[src/rtl/pd_sequencer.sv]
// Packet decoder sequencer: loads header/target bytes, then steps the hash core over nonces.
// Optional hash watchdog enabled by defining PD_TIMEOUT_EN.
module pd_sequencer #(
  parameter int          HDR_BYTES   = 76,
  parameter int          TGT_BYTES   = 32,
  parameter logic [31:0] NONCE_LAST  = 32'hFFFF_FFFF,
  parameter int          TIMEOUT_CYC = 1024
) (
  input  logic        clk,
  input  logic        rst,
  input  logic        write_enable,
  input  logic [7:0]  rx_data,
  input  logic [7:0]  byte_cnt,
  input  logic        packet_done,
  input  logic        hash_done,
  input  logic        valid_hash,
  input  logic        abort,
  output logic        hdr_we,
  output logic [6:0]  hdr_addr,
  output logic        tgt_we,
  output logic [4:0]  tgt_addr,
  output logic [7:0]  wr_data,
  output logic        start_hash,
  output logic [31:0] nonce,
  output logic        busy,
  output logic        found,
  output logic        exhausted,
  output logic        pkt_err,
  output logic        hash_err
);

  // state     | meaning
  // IDLE      | waiting for byte 0 of a packet
  // LOAD      | steering packet bytes into header/target files
  // START     | start_hash pulse for current nonce
  // WAIT_HASH | hash core running
  // FOUND     | valid hash, nonce holds winner
  // EXHAUSTED | NONCE_LAST failed
  typedef enum logic [2:0] {IDLE, LOAD, START, WAIT_HASH, FOUND, EXHAUSTED} state_t;

  localparam logic [7:0] HDR_LEN = 8'(HDR_BYTES);
  localparam logic [7:0] PKT_LEN = 8'(HDR_BYTES + TGT_BYTES);

  state_t     state;
  logic [7:0] count;
  logic       err;
  logic       byte_ok;
  logic       byte_bad;
  logic [7:0] count_next;
  logic       err_next;

`ifdef PD_TIMEOUT_EN
  localparam int          TW       = $clog2(TIMEOUT_CYC + 1);
  localparam logic [TW-1:0] TMR_LOAD = TW'(TIMEOUT_CYC - 1);
  logic [TW-1:0] tmr;
`else
  assign hash_err = 1'b0;
`endif

  // Length check on packet_done must include a byte arriving in the same cycle.
  always_comb begin
    byte_ok    = write_enable && (byte_cnt == count) && (byte_cnt < PKT_LEN);
    byte_bad   = write_enable && !byte_ok;
    count_next = count + 8'(byte_ok);
    err_next   = err | byte_bad;
  end

  always_ff @(posedge clk or posedge rst) begin
    if (rst) begin
      state      <= IDLE;
      count      <= '0;
      err        <= 1'b0;
      hdr_we     <= 1'b0;
      hdr_addr   <= '0;
      tgt_we     <= 1'b0;
      tgt_addr   <= '0;
      wr_data    <= '0;
      start_hash <= 1'b0;
      nonce      <= '0;
      busy       <= 1'b0;
      found      <= 1'b0;
      exhausted  <= 1'b0;
      pkt_err    <= 1'b0;
`ifdef PD_TIMEOUT_EN
      hash_err   <= 1'b0;
      tmr        <= '0;
`endif
    end else begin
      hdr_we     <= 1'b0;
      tgt_we     <= 1'b0;
      start_hash <= 1'b0;
      pkt_err    <= 1'b0;
`ifdef PD_TIMEOUT_EN
      hash_err   <= 1'b0;
`endif
      if (abort) begin
        state     <= IDLE;
        busy      <= 1'b0;
        found     <= 1'b0;
        exhausted <= 1'b0;
        err       <= 1'b0;
        count     <= '0;
      end else begin
        case (state)
          IDLE, FOUND, EXHAUSTED: begin
            if (write_enable && byte_cnt == 8'd0) begin
              found     <= 1'b0;
              exhausted <= 1'b0;
              nonce     <= '0;
              err       <= 1'b0;
              hdr_we    <= 1'b1;
              hdr_addr  <= '0;
              wr_data   <= rx_data;
              if (packet_done) begin
                pkt_err <= 1'b1;
                count   <= '0;
                state   <= IDLE;
              end else begin
                count <= 8'd1;
                state <= LOAD;
              end
            end
          end
          LOAD: begin
            if (byte_ok) begin
              wr_data <= rx_data;
              if (byte_cnt < HDR_LEN) begin
                hdr_we   <= 1'b1;
                hdr_addr <= byte_cnt[6:0];
              end else begin
                tgt_we   <= 1'b1;
                tgt_addr <= 5'(byte_cnt - HDR_LEN);
              end
            end
            count <= count_next;
            err   <= err_next;
            if (packet_done) begin
              count <= '0;
              err   <= 1'b0;
              if (count_next == PKT_LEN && !err_next) begin
                state      <= START;
                start_hash <= 1'b1;
                busy       <= 1'b1;
              end else begin
                pkt_err <= 1'b1;
                state   <= IDLE;
              end
            end
          end
          START: begin
            state <= WAIT_HASH;
            if (packet_done) pkt_err <= 1'b1;
`ifdef PD_TIMEOUT_EN
            tmr <= TMR_LOAD;
`endif
          end
          WAIT_HASH: begin
            if (packet_done) pkt_err <= 1'b1;
            if (hash_done) begin
              if (valid_hash) begin
                state <= FOUND;
                found <= 1'b1;
                busy  <= 1'b0;
              end else if (nonce == NONCE_LAST) begin
                state     <= EXHAUSTED;
                exhausted <= 1'b1;
                busy      <= 1'b0;
              end else begin
                nonce      <= nonce + 32'd1;
                state      <= START;
                start_hash <= 1'b1;
              end
            end
`ifdef PD_TIMEOUT_EN
            else if (tmr == '0) begin
              hash_err <= 1'b1;
              state    <= IDLE;
              busy     <= 1'b0;
            end else begin
              tmr <= tmr - TW'(1);
            end
`endif
          end
          default: begin
            state <= IDLE;
            busy  <= 1'b0;
          end
        endcase
      end
    end
  end

endmodule
[config.mk]
export PLATFORM = sky130hd
export DESIGN_NAME = pd_sequencer
export DESIGN_NICKNAME = d
export VERILOG_FILES = /design/src/rtl/pd_sequencer.sv
export SDC_FILE = /design/constraint.sdc
export NUM_CORES = 1
export LEC_CHECK = 0
export ABC_AREA = 1
export CAP_MARGIN = 20
export CORE_ASPECT_RATIO = 1.1
export CORE_MARGIN = 1.5
export CORE_UTILIZATION = 46
export DETAILED_ROUTE_END_ITERATION = 8
export DONT_BUFFER_PORTS = 1
export PLACE_DENSITY_LB_ADDON = 0.2
export SETUP_SLACK_MARGIN = 0.3
export SLEW_MARGIN = 20
export SYNTH_ARGS = -nofsm -noshare
export SYNTH_HDL_FRONTEND = slang
export SYNTH_SLANG_ARGS = --single-unit
[constraint.sdc]
create_clock -name clk -period 6.5 [get_ports clk]
set_clock_uncertainty 0.2 [all_clocks]
set_input_delay 0.975 -clock clk [delete_from_list [all_inputs] [get_ports clk]]
set_output_delay 0.975 -clock clk [all_outputs]
set_load 0.005 [all_outputs]
==> impl_metrics.py, run 1 <==
metrics = {
    "clock_network": {
        "postCtsSetupBuffers": 0,
        "clk_latency_ns": 0.34,
        "cts_made_buffers": 9,
        "clockBufferDepth": 2,
        "clk_pin_slew_worst_paths_ns": 0.07,
        "post_cts_resized": 0,
        "htreeDepth": 3,
        "cts_tree": "done",
        "cts_root_buf": "clkbuf_8",
        "cts_sinks": 71,
        "hold_buffers": 0,
    },
    "sta": {
        "report.final.slew_viol_count": 0,
        "period_needed_ns": 3.25,
        "layout_worst_path_cycle_share_pct": 49.9,
        "rsz0062_at_grt": "false",
        "fmax_mhz": 308,
        "hold_violations": 0,
        "final-setup-viol-count": 0,
        "setup_tns_ns": 0,
        "relSlewSlack_pct": 40.4,
        "tightest_slew_ns": 0.894,
    },
    "route": {
        "drtAntennaViolNets": 0,
        "vias": 3872,
        "avgRoutedWirePerCell_um": 15.2,
        "avgViaCountPerCell": 5.28,
        "drt_drc_violations_left": 0,
        "drtPass1Iterations": 5,
        "routed_wl_um": 11100,
        "drtIter0Drc": 282,
    },
    "logic_synthesis": {
        "yosysMostFrequentCell": "nand2_1",
        "synth_cells": 614,
        "syn_area_per_cell_um2": 7.14,
        "synth_area_um2": 4380,
        "synth_top_area_share_pct": 40.5,
        "ys_types": 40,
        "ys_ff_latch": 71,
        "synth_edf_count": 0,
        "yosysSeqAreaShare_pct": 40.5,
        "syn-num-nets": 642,
        "ys.flop_type": "dfrtp_1",
        "synth_top_area_cell": "dfrtp_1",
        "async_flop_share_pct": 100,
        "ys_top_cells_by_count": "nand2_1 (221), nor2_1 (76), dfrtp_1 (71), inv_1 (55), nand3_1 (43)",
        "netlist_top_cells_area": "dfrtp_1 (41%), nand2_1 (19%), nor2_1 (6.5%), nand3_1 (4.9%), inv_1 (4.7%)",
        "synth_warnings": 0,
    },
    "placed_design": {
        "place.gp.congestion": 0.917,
        "dp_cells": 719,
        "portBuffers": 0,
        "place_hpwl_um": 8300,
    },
    "setup_path": {
        "worstPathMaxFanout": 33,
        "worstSetupPathType": "flop to flop",
        "r2r_slack_ns": 3.25,
        "start_kind": "flop",
        "reg2reg_from": "state[2]",
        "reg2reg_to": "nonce[7]",
        "worst_ep_required_time_ns": 6.52,
        "arrival_ns": 3.26,
        "crit_path_end_kind": "flop",
        "rr_worst_depth": 8,
    },
    "die": {
        "coreArea_um2": 9310,
        "fp.dieH_um": 105,
        "floorplan.rows": 37,
        "start_util_pct": 47.1,
        "die_area_um2": 10100,
        "io_pins": 83,
        "die_w_um": 96.1,
    },
    "run_status": {
        "outcome": "finished, final reports clean",
    },
    "power": {
        "p_leak_nw": 2.19,
        "clkPwrFrac_pct": 40.5,
        "switchingPower_mw": 0.219,
        "p_int_mw": 0.676,
        "cellPowerDensity_nw_per_um2": 193,
        "combPwrFrac_pct": 5.8,
        "power_frac_seq_pct": 53.6,
        "peakVddDrop_uv": 128,
        "switching_share_pct": 24.4,
    },
    "finish": {
        "num_antenna_cells": 0,
        "fin_cells": 734,
        "drive_gt1_share_pct": 7.29,
        "seq_area_um2": 1780,
        "multi_input_comb_area_um2": 2300,
        "nets": 641,
        "areaGrowthSynthToFinish_pct": 5.91,
        "fill_cells": 922,
    },
    "global_route": {
        "grt_max_degree": 72,
        "grt_pass1_wl_um": 19000,
        "grt_pass1_vias": 3895,
        "grt_usage_pct": 24.2,
        "grt_overflow": 0,
        "grt_antenna_before_repair": 0,
    },
    "hold_path": {
        "min_from": "hdr_addr[3]",
        "hold_class": "flop to flop",
        "min_path_cells": 2,
        "holdPathEnd": "hdr_addr[3]",
    },
    "run": {
        "max_cap_viol_count": 0,
    },
}
[critical path, stage by stage, from the launching register on]
cell	delay (ns)
dfrtp_1	0.43
nor2_4	0.22
nand2_2	0.33
inv_1	0.49
nand4_2	0.21
a21oi_4	0.72
inv_4	0.29
nand2_1	0.13
o21ai_1	0.08
[routing by layer]
metal | GRT usage, % | vias to the layer above | routed length [µm]
met5 | 0 | - | 0
met4 | 9.87 | 0 | 296
met3 | 6.28 | 21 | 778
met2 | 38.5 | 131 | 5310
met1 | 30.7 | 1778 | 4740
li1 | - | 1942 | -
[metrics by stage]
step           utilization, %  hold slack, ns  setup slack [ns]  area (µm²)  power (mW)
2_1_floorplan               -           0.272              3.39        4380       0.526
3_3_place_gp             47.8           0.297              3.18        4450       0.540
3_5_place_dp             47.8           0.300              3.12        4450       0.541
4_1_cts                  49.9           0.320              3.18        4640       0.906
5_1_grt                  49.9           0.353              2.85        4640       0.933
6_report                 49.9           0.310              3.25        4640       0.894
[cell families (layout without fill, tap and decap cells)]
kind of cell,Yosys count,in the layout,synth area share (%)
adder cells (fa/ha/maj),5,5,1.43
buffers and inverters,70,73,7.05
other,1,1,0.0855
AO/OA/AOI/OAI,45,45,6.11
multiplexers,8,8,2.05
flip-flops,71,71,40.5
AND/OR/NAND/NOR,386,386,37.2
XOR/XNOR,28,28,5.59
[worst max-delay path by stage]
stage / start / depth (start not counted) / slack, ns / endpoint
after floorplan: byte_cnt[2] / 19 / 3.39 / busy
after global placement: byte_cnt[2] / 18 / 3.18 / busy
after detailed placement: byte_cnt[1] / 17 / 3.12 / busy
after CTS: state[2] / 8 / 3.18 / nonce[7]
after global routing: state[2] / 8 / 2.85 / nonce[10]
final: state[2] / 8 / 3.25 / nonce[7]
[registers in the layout, summed over array words and instances (netlist names)]
name / count
count: 8
nonce: 32
hdr_addr: 7
tgt_addr: 5
exhausted: 1
err: 1
busy: 1
wr_data: 8
start_hash: 1
pkt_err: 1
hdr_we: 1
state: 3
tgt_we: 1
found: 1
[placed cells by master (no fill, tap or decap), drive strengths merged, types with 2 or more instances in the layout]
cell type	instances
a21oi	9
a31oi	2
and2	2
clkbuf	12
dfrtp	71
ha	5
inv	57
mux2	8
nand2	226
nand3	44
nand4	11
nor2	81
nor3	16
o21ai	26
o22ai	5
or2	4
xnor2	11
xor2	17
[power by group through the flow]
stage / Combinational [mW] / Clock, mW / Sequential (mW)
detailed placement: 0.0532 / 0 / 0.488
finish: 0.0519 / 0.363 / 0.480
floorplan: 0.0438 / 0 / 0.482
CTS: 0.0531 / 0.373 / 0.480
global placement: 0.0516 / 0 / 0.488
global route: 0.0611 / 0.390 / 0.482
[layout make-up]
type,count,area share [%]
sequential,71,38.3
inverter,57,4.66
timing repair buffer,1,0.162
tap,117,3.15
clock inverter,3,0.916
multi-input combinational,473,49.5
clock buffer,12,3.34
(Power assumes the default switching activity.)
==> inputs of run 2 (changes only) <==
clock period = 3.03 ns   (was 6.5 ns; I/O delays follow)
==> impl_metrics.py, run 2 (synthesis results as in run 1) <==
metrics = {
    "run_status": {
        "outcome": "finished, final reports clean",
    },
    "clock_network": {
        "cts_tree": "done",
        "htreeDepth": 3,
        "cts_made_buffers": 9,
        "clk_pin_slew_worst_paths_ns": 0.08,
        "cts_sinks": 71,
        "clk_latency_ns": 0.35,
        "cts_root_buf": "clkbuf_8",
        "clockBufferDepth": 2,
    },
    "global_route": {
        "grt_pass1_wl_um": 18900,
        "grt_max_degree": 33,
        "busiest_layer": "met2",
        "use_met1_pct": 29.7,
        "grt_use_met3_pct": 5.99,
        "grt_usage_pct": 24.2,
        "grtUsageMet2_pct": 39.2,
        "grt_overflow": 0,
        "grt_antenna_before_repair": 0,
        "grt_pass1_vias": 3853,
    },
    "finish": {
        "final_cell_mix": "nand2_1 (217), nor2_1 (71), dfrtp_1 (67), inv_1 (50), nand3_1 (42)",
        "regMostFlops": "nonce",
        "num_antenna_cells": 0,
        "largest_reg_flops": 32,
        "layout_commonest_cell": "nand2_1",
        "fin_cells": 751,
        "areaGrowthSynthToFinish_pct": 11.8,
        "nets": 657,
        "drive_gt1_share_pct": 13.4,
        "biggestRegsByFlops": "nonce x32, count x8, wr_data x8",
        "stdcell_area_um2": 4900,
        "fill_cells": 887,
    },
    "placed_design": {
        "place.gp.congestion": 0.924,
        "portBuffers": 0,
        "place_hpwl_um": 8590,
        "dp_slack_ns": 0.132,
        "dp_cells": 723,
        "dpl_cell_area_um2": 4480,
    },
    "route": {
        "routed_wl_um": 11600,
        "drtPass1Iterations": 7,
        "drtIter0Drc": 285,
        "avgRoutedWirePerCell_um": 15.4,
        "avgViaCountPerCell": 5.35,
        "drt_drc_violations_left": 0,
        "drtAntennaViolNets": 0,
        "vias": 4019,
    },
    "sta": {
        "fmax_mhz": 374,
        "hold_violations": 0,
        "setup_slack_ns": 0.358,
        "report.final.slew_viol_count": 0,
        "setup_tns_ns": 0,
        "whs_ns": 0.00560,
        "rsz0062_at_grt": "true",
        "layout_worst_path_cycle_share_pct": 88.2,
        "final-setup-viol-count": 0,
        "period_needed_ns": 2.67,
    },
    "setup_path": {
        "start_kind": "flop",
        "arrival_ns": 2.76,
        "worstPathMaxFanout": 3,
        "crit_slowest_cell": "dfrtp_2",
        "rr_worst_depth": 19,
        "crit_path_end_kind": "flop",
        "worst_ep_required_time_ns": 3.11,
        "crit_chain": "buf_4 > inv_1 > nand2_1 > nand4_1 > nor2_1 > and2_1 > nand2_1 > inv_2 > ha_4 > ha_4 > nor2_1 > nand3_1 > nor2_2 > nand3_1 > nor2_1 > nand3_1 > nor2_2 > nand2_1 > a21oi_2",
        "worstSetupPathType": "flop to flop",
        "max_stage_delay_ns": 0.43,
    },
    "die": {
        "io_pins": 83,
        "fp.dieH_um": 105,
        "floorplan.rows": 37,
        "coreArea_um2": 9310,
        "die_area_um2": 10100,
        "start_util_pct": 47.1,
        "die_w_um": 96.1,
    },
    "power": {
        "peakVddDrop_uv": 206,
        "cellPowerDensity_nw_per_um2": 417,
        "p_leak_nw": 2.29,
    },
    "hold_path": {
        "min_path_cells": 1,
        "hold_class": "primary input to flop",
    },
    "run": {
        "max_cap_viol_count": 0,
    },
}
run 2: cell types whose count changed in the layout (fill, tap and decap cells not counted), sizes merged:
cell         change
buf             +14
inv              +1
dlygate4sd3      +2
clkinv           -1
bufinv           +1
run 2: worst paths after layout:
kind | start | endpoint | slack, ns
setup / recovery | count[1] | busy | 0.36
hold / removal | byte_cnt[2] | tgt_addr[2] | 0.006
setup reg to reg | count[1] | busy | 0.36
hold reg to reg | hdr_addr[2] | hdr_addr[2] | 0.31
max in group asynchronous | rst | count[4] | 1.52
min in group asynchronous | rst | hdr_we | 0.34
run 2: power breakdown:
part,internal [mW],switching (mW),leakage [nW]
logic,0.0500,0.0723,1.22
clock network,0.512,0.383,0.113
registers,0.985,0.0429,0.957
run 2: metal layers:
| metal | wire [µm] | vias up |
|---|---|---|
| met5 | 0 | - |
| met4 | 325 | 0 |
| met2 | 5680 | 138 |
| met1 | 4840 | 1870 |
| li1 | - | 1983 |
| met3 | 748 | 28 |
run 2: cell type report:
cell class	count	area, µm²	area share [%]
clock buffer	12	155	3.16
timing repair buffer	17	133	2.71
sequential	71	1780	36.3
tap	117	146	2.99
inverter	57	216	4.42
clock inverter	4	76.3	1.56
multi-input combinational	473	2390	48.8
run 2: worst max-delay path: cells and delay by family, from the launching register on:
family | cells | cell delay (ns)
simple gates | 13 | 1.21
flops | 1 | 0.43
fa+ha+maj | 2 | 0.41
buf+inv | 3 | 0.25
compound gates | 1 | 0.11
run 2: metrics by stage:
stage | utilization (%) | power, mW
final | 52.7 | 2.05
after global routing | 52.7 | 2.12
after CTS | 51.8 | 2.05
after detailed placement | 48.1 | 1.16
after global placement | 48.1 | 1.16
after floorplan | - | 1.13
run 2: what timing repair did:
item                                    CTS  global route
pin swaps                                 3            10
setup buffers                             5             5
gates resized for setup                  14            17
endpoints found under the hold margin    18             0
hold buffers                              2             0
endpoints found under the setup margin    4             4
